<file path="src/rtl/trisc_sequencer_if.sv">
// Control bundle between the TRISC sequencer and the datapath/RAM stage.
// The master side is the sequencer. The slave side is the datapath.
interface trisc_sequencer_if;
  logic       run;
  logic [3:0] opcode;
  logic       acc_zero;
  logic       pc_inc;
  logic       pc_load;
  logic       addr_sel;
  logic       ram_en;
  logic       ram_we;
  logic       ir_load;
  logic       acc_load_mem;
  logic       buf_load;
  logic       acc_load_alu;
  logic       halted;
  logic [2:0] state;

  modport master (
    input  run, opcode, acc_zero,
    output pc_inc, pc_load, addr_sel, ram_en, ram_we, ir_load,
           acc_load_mem, buf_load, acc_load_alu, halted, state
  );

  modport slave (
    output run, opcode, acc_zero,
    input  pc_inc, pc_load, addr_sel, ram_en, ram_we, ir_load,
           acc_load_mem, buf_load, acc_load_alu, halted, state
  );
endinterface

</file>
<file path="src/rtl/trisc_sequencer.sv">
// Fetch/decode/execute control FSM for the 4-bit TRISC accumulator CPU.
// Its outputs are Moore outputs. They depend only on the state, the latched opcode and the latched zero flag.
module trisc_sequencer (
  input  logic             clock,
  input  logic             reset,
  trisc_sequencer_if.master bus
);

  localparam logic [2:0] IDLE = 3'd0;
  localparam logic [2:0] F1   = 3'd1;
  localparam logic [2:0] F2   = 3'd2;
  localparam logic [2:0] DEC  = 3'd3;
  localparam logic [2:0] E1   = 3'd4;
  localparam logic [2:0] E2   = 3'd5;
  localparam logic [2:0] HALT = 3'd6;

  localparam logic [3:0] OP_NOP = 4'h0;
  localparam logic [3:0] OP_LDA = 4'h1;
  localparam logic [3:0] OP_STA = 4'h2;
  localparam logic [3:0] OP_ADD = 4'h3;
  localparam logic [3:0] OP_JMP = 4'h4;
  localparam logic [3:0] OP_JZ  = 4'h5;
  localparam logic [3:0] OP_LDI = 4'h6;
  localparam logic [3:0] OP_HLT = 4'h7;

  logic [2:0] stateQ, stateD;
  logic [3:0] opQ;
  logic       condQ;

  logic pcInc, pcLoad, addrSel, ramEn, ramWe, irLoad;
  logic accLoadMem, bufLoad, accLoadAlu, haltedO;

  // "Done" target: the run switch is sampled only at instruction boundaries.
  logic [2:0] doneState;
  assign doneState = bus.run ? F1 : IDLE;

  always_comb begin
    stateD = stateQ;
    case (stateQ)
      IDLE: stateD = bus.run ? F1 : IDLE;
      F1:   stateD = F2;
      F2:   stateD = DEC;
      DEC: begin
        // Branch on the live opcode because opQ is only loaded at the end of DEC.
        case (bus.opcode)
          OP_LDA, OP_STA, OP_ADD, OP_JMP, OP_JZ, OP_LDI: stateD = E1;
          OP_HLT:                                        stateD = HALT;
          default:                                       stateD = doneState;
        endcase
      end
      E1:   stateD = (opQ == OP_LDA || opQ == OP_ADD) ? E2 : doneState;
      E2:   stateD = doneState;
      HALT: stateD = HALT;
      default: stateD = IDLE;
    endcase
  end

  always_ff @(posedge clock) begin
    if (reset) begin
      stateQ <= IDLE;
      opQ    <= OP_NOP;
      condQ  <= 1'b0;
    end else begin
      stateQ <= stateD;
      if (stateQ == DEC) begin
        opQ   <= bus.opcode;
        condQ <= bus.acc_zero;
      end
    end
  end

  always_comb begin
    pcInc      = 1'b0;
    pcLoad     = 1'b0;
    addrSel    = 1'b0;
    ramEn      = 1'b0;
    ramWe      = 1'b0;
    irLoad     = 1'b0;
    accLoadMem = 1'b0;
    bufLoad    = 1'b0;
    accLoadAlu = 1'b0;
    haltedO    = 1'b0;
    case (stateQ)
      F1: begin
        addrSel = 1'b1;
        ramEn   = 1'b1;
      end
      F2: begin
        irLoad = 1'b1;
        pcInc  = 1'b1;
      end
      E1: begin
        case (opQ)
          OP_LDA: ramEn = 1'b1;
          OP_STA: begin
            ramEn = 1'b1;
            ramWe = 1'b1;
          end
          OP_ADD: begin
            ramEn   = 1'b1;
            bufLoad = 1'b1;
          end
          OP_JMP: pcLoad     = 1'b1;
          OP_JZ:  pcLoad     = condQ;
          OP_LDI: accLoadMem = 1'b1;
          default: ;
        endcase
      end
      E2: begin
        accLoadMem = (opQ == OP_LDA);
        accLoadAlu = (opQ == OP_ADD);
      end
      HALT: haltedO = 1'b1;
      default: ;
    endcase
  end

  assign bus.pc_inc       = pcInc;
  assign bus.pc_load      = pcLoad;
  assign bus.addr_sel     = addrSel;
  assign bus.ram_en       = ramEn;
  assign bus.ram_we       = ramWe;
  assign bus.ir_load      = irLoad;
  assign bus.acc_load_mem = accLoadMem;
  assign bus.buf_load     = bufLoad;
  assign bus.acc_load_alu = accLoadAlu;
  assign bus.halted       = haltedO;
  assign bus.state        = stateQ;

endmodule

</file>
<file path="src/flat_wrapper.sv">
// flat-port wrapper written by rule: the top's interface ports become plain ports
module trisc_sequencer_flat 
  (clock, reset, bus_run, bus_opcode, bus_acc_zero, bus_pc_inc, bus_pc_load, bus_addr_sel, bus_ram_en, bus_ram_we, bus_ir_load, bus_acc_load_mem, bus_buf_load, bus_acc_load_alu, bus_halted, bus_state);
  trisc_sequencer_if bus_i ();
  input  logic clock;
  input  logic reset;
  input wire logic [$bits(bus_i.run)-1:0] bus_run;
  input wire logic [$bits(bus_i.opcode)-1:0] bus_opcode;
  input wire logic [$bits(bus_i.acc_zero)-1:0] bus_acc_zero;
  output wire logic [$bits(bus_i.pc_inc)-1:0] bus_pc_inc;
  output wire logic [$bits(bus_i.pc_load)-1:0] bus_pc_load;
  output wire logic [$bits(bus_i.addr_sel)-1:0] bus_addr_sel;
  output wire logic [$bits(bus_i.ram_en)-1:0] bus_ram_en;
  output wire logic [$bits(bus_i.ram_we)-1:0] bus_ram_we;
  output wire logic [$bits(bus_i.ir_load)-1:0] bus_ir_load;
  output wire logic [$bits(bus_i.acc_load_mem)-1:0] bus_acc_load_mem;
  output wire logic [$bits(bus_i.buf_load)-1:0] bus_buf_load;
  output wire logic [$bits(bus_i.acc_load_alu)-1:0] bus_acc_load_alu;
  output wire logic [$bits(bus_i.halted)-1:0] bus_halted;
  output wire logic [$bits(bus_i.state)-1:0] bus_state;
  assign bus_i.run = bus_run;
  assign bus_i.opcode = bus_opcode;
  assign bus_i.acc_zero = bus_acc_zero;
  assign bus_pc_inc = bus_i.pc_inc;
  assign bus_pc_load = bus_i.pc_load;
  assign bus_addr_sel = bus_i.addr_sel;
  assign bus_ram_en = bus_i.ram_en;
  assign bus_ram_we = bus_i.ram_we;
  assign bus_ir_load = bus_i.ir_load;
  assign bus_acc_load_mem = bus_i.acc_load_mem;
  assign bus_buf_load = bus_i.buf_load;
  assign bus_acc_load_alu = bus_i.acc_load_alu;
  assign bus_halted = bus_i.halted;
  assign bus_state = bus_i.state;
  trisc_sequencer u_core (.clock(clock), .reset(reset), .bus(bus_i));
endmodule
</file>
<file path="config.mk">
export PLATFORM = sky130hd
export DESIGN_NAME = trisc_sequencer_flat
export DESIGN_NICKNAME = d
export VERILOG_FILES = /design/src/rtl/trisc_sequencer_if.sv /design/src/rtl/trisc_sequencer.sv /design/src/flat_wrapper.sv
export SDC_FILE = /design/constraint.sdc
export NUM_CORES = 1
export LEC_CHECK = 0
export CAP_MARGIN = 15
export CORE_AREA = 2 2 39 41
export DETAILED_ROUTE_END_ITERATION = 16
export DIE_AREA = 0 0 41 43
export PLACE_DENSITY = 0.74
export SYNTH_ARGS = -nofsm -noshare
export SYNTH_HDL_FRONTEND = slang
export SYNTH_SLANG_ARGS = --single-unit
</file>
<file path="constraint.sdc">
create_clock -name clock -period 1.8 [get_ports clock]
set_input_delay 0.18 -clock clock [delete_from_list [all_inputs] [get_ports clock]]
set_output_delay 0.18 -clock clock [all_outputs]
set_load 0.01 [all_outputs]
</file>
==> summary.md <==
| Metric | Value |
|---|---|
| Net count, final | 88 |
| Layout cell share with drive strength beyond 1 | 0.1923 |
| First-pass GRT wire length | 2049 um |
| Clock buffer depth | 2 |
| PwrDens | 593.3 nW/um2 |
| Critical Setup Path Class | reg2out |
| Sequential area share after synthesis | 0.3033 |
| Via count | 505 |
| Post-CTS Resized | 11 |
| CP arrival | 1.52 ns |
| CTS tree | done |
| Initial antenna violation count | 0 |
| Diodes inserted | 0 |
| Port bufs | 20 |
| Area after DPL | 729.5 um2 |
| Commonest non-fill, non-tap cell in the layout | clkdlybuf4s50_1 |
| Hold slack final | 0.5231 ns |
| Vias in the first global route | 489 |
| Clk Latency, worst-skew pair | 0.26 ns |
| Post-layout instance area | 750.7 um2 |
| Max frequency | 587.6 MHz |
| First-pass DRT Iterations | 6 |
| Worst setup EP type | output pin |
| Synth unique cells | 30 |
| Status | complete, no violations |
| Die H | 43 um |
| # fillers | 140 |
| Crit Path Max Fanout | 12 |
| Synthesized area per cell | 9.263 um2 |
| Placer Congestion | 0.8074 |
| # hold bufs at CTS | 0 |
| Net Count, Synth | 65 |
| Measured slew at the worst slew-check pin | 0.2921 ns |
| Ranking of synthesized cells by area | dfxtp_1 30%, mux2i_1 9.5%, nor2_1 5.0% |
| Root Driver | clkbuf_4 |
| RSZ-0062 raised after global routing | false |
| Startpoint type of the worst setup path | flip-flop |
| Critical Path RT | 1.62 ns |
| GRT overflow | 0 |
| CORE AREA | 1384 um2 |
| CTS Buf Count | 3 |
| WL final | 1227 um |
| Post-Syn Area | 528.0 um2 |
| Detailed Place HPWL | 889.2 um |
| Number of synthesized flops with an enable pin | 0 |
| DRT iter0 DRCs | 18 |
| Clk sinks | 8 |
| Row count | 14 |
| Slew HR | 0.8047 |
| Post-DRT Antenna Nets | 0 |
| Flip-flop and latch count after synthesis | 8 |
| Crit share post-route | 0.9454 |
| Die X | 41 um |
| Area added between synthesis and finish | 42.18% |
| Starting Density | 0.3816 |
| Ys Warns | 0 |
| Fin. Hold Viols | 0 |
| Leak Pwr | 0.0003585 uW |
| H-tree levels | 1 |
| Design Power | 445.4 uW |
| CTS clk-pin slew, worst paths | 0.06 ns |
| Peak VDD IR | 0.3400 mV |
| Clk_skew | 0.005435 ns |
| Setup violations, final | 0 |
| Synth top area share | 0.3033 |
| Maxcap violations | 0 |
| DRC Markers | 0 |
| Post-synth ARST share | 0 |
| Number of vias per cell | 5.372 |
| Setup bufs post-CTS | 0 |
| Fin. max-slew vios | 0 |
| Synth Instances | 57 |
| Cell accounting for the most synthesized area | dfxtp_1 |
| Hold Crit Class | reg2reg |
| Fin crit period | 1.702 ns |
| Synth Flop Type | dfxtp_1 |
| Fin Setup TNS | 0 ns |
| Most frequent cells in the layout | 12 x clkdlybuf4s50_1, 8 x dlygate4sd2_1, 7 x nor2_1, 6 x dfxtp_1 |
| DIE AREA | 1763 um2 |
| Top Ports | 21 |
| GRT Total Usage | 0.1710 |
| Wire per inst | 13.05 um |
| Largest net degree at the start of global routing | 13 |
through the flow:
| stage | worst slack, ns | util | std cells |
|---|---|---|---|
| 3_3_place_gp | 0.1076 | 0.5271 | 91 |
| 6_report | 0.09829 | 0.5425 | 94 |
| 4_1_cts | 0.08037 | 0.5425 | 94 |
| 2_1_floorplan | 0.4023 | - | 57 |
| 3_5_place_dp | 0.1003 | 0.5271 | 91 |
| 5_1_grt | 0.02495 | 0.5425 | 94 |
cell usage after synthesis (2+ instances only):
| cell | number |
|---|---|
| nor2_1 | 7 |
| buf_6 | 2 |
| mux2i_1 | 5 |
| nand2b_1 | 3 |
| inv_1 | 2 |
| nor3_1 | 5 |
| buf_4 | 2 |
| dfxtp_1 | 8 |
| nand4b_1 | 2 |
report_power, final:
part | internal, uW | switching, uW | total, uW | leakage, uW
combinational | 58.5 | 44.2 | 103 | 0.000279
sequential | 186 | 17.7 | 204 | 0.0000657
clock | 76.4 | 62.5 | 139 | 0.0000138
final timing paths:
path,from,end,slack [ns],cells after the start
min,u_core.condQ$_SDFFE_PP0N_,u_core.condQ$_SDFFE_PP0N_,0.52,2
max reg2reg,u_core.bus.state[1]$_SDFF_PP0_,u_core.bus.state[0]$_SDFF_PP0_,0.51,4
min reg2reg,u_core.condQ$_SDFFE_PP0N_,u_core.condQ$_SDFFE_PP0N_,0.52,2
max,u_core.bus.state[1]$_SDFF_PP0_,bus_halted,0.1,2
cell type report:
type	count	area (um2)	area share
sequential	8	162.7	0.2167
timing repair buffer	23	212.7	0.2833
clock buffer	3	22.52	0.03000
tap	16	20.02	0.02667
inverter	2	7.507	0.01000
multi-input combinational	42	325.3	0.4333
worst max-delay path: stages, from the launching register on:
cell             delay, ns
dfxtp_2               0.49
and3_2                0.25
clkdlybuf4s50_1       0.53
routing by layer:
metal | vias up | part of all wire | track usage
met5 | - | 0 | 0
li1 | 252 | - | -
met4 | 0 | 0 | 0.1067
met3 | 0 | 0.054 | 0.03141
met2 | 18 | 0.49 | 0.2594
met1 | 235 | 0.45 | 0.2104
flip-flops by register name, summed over array words and instances (netlist names):
register	cells
u_core.bus.state	3
u_core.condQ	1
u_core.opQ	4
kinds of logic (layout without fill, tap and decap cells):
kind of cell / Yosys count / after routing / share of synthesized area
and+or+nand+nor: 27 / 27 / 0.3602
buffers and inverters: 7 / 28 / 0.09240
DFF: 8 / 8 / 0.3033
muxes: 5 / 5 / 0.09479
AOI/OAI and AO/OA: 10 / 10 / 0.1493
Note: power is estimated with default switching activity, not from simulation.
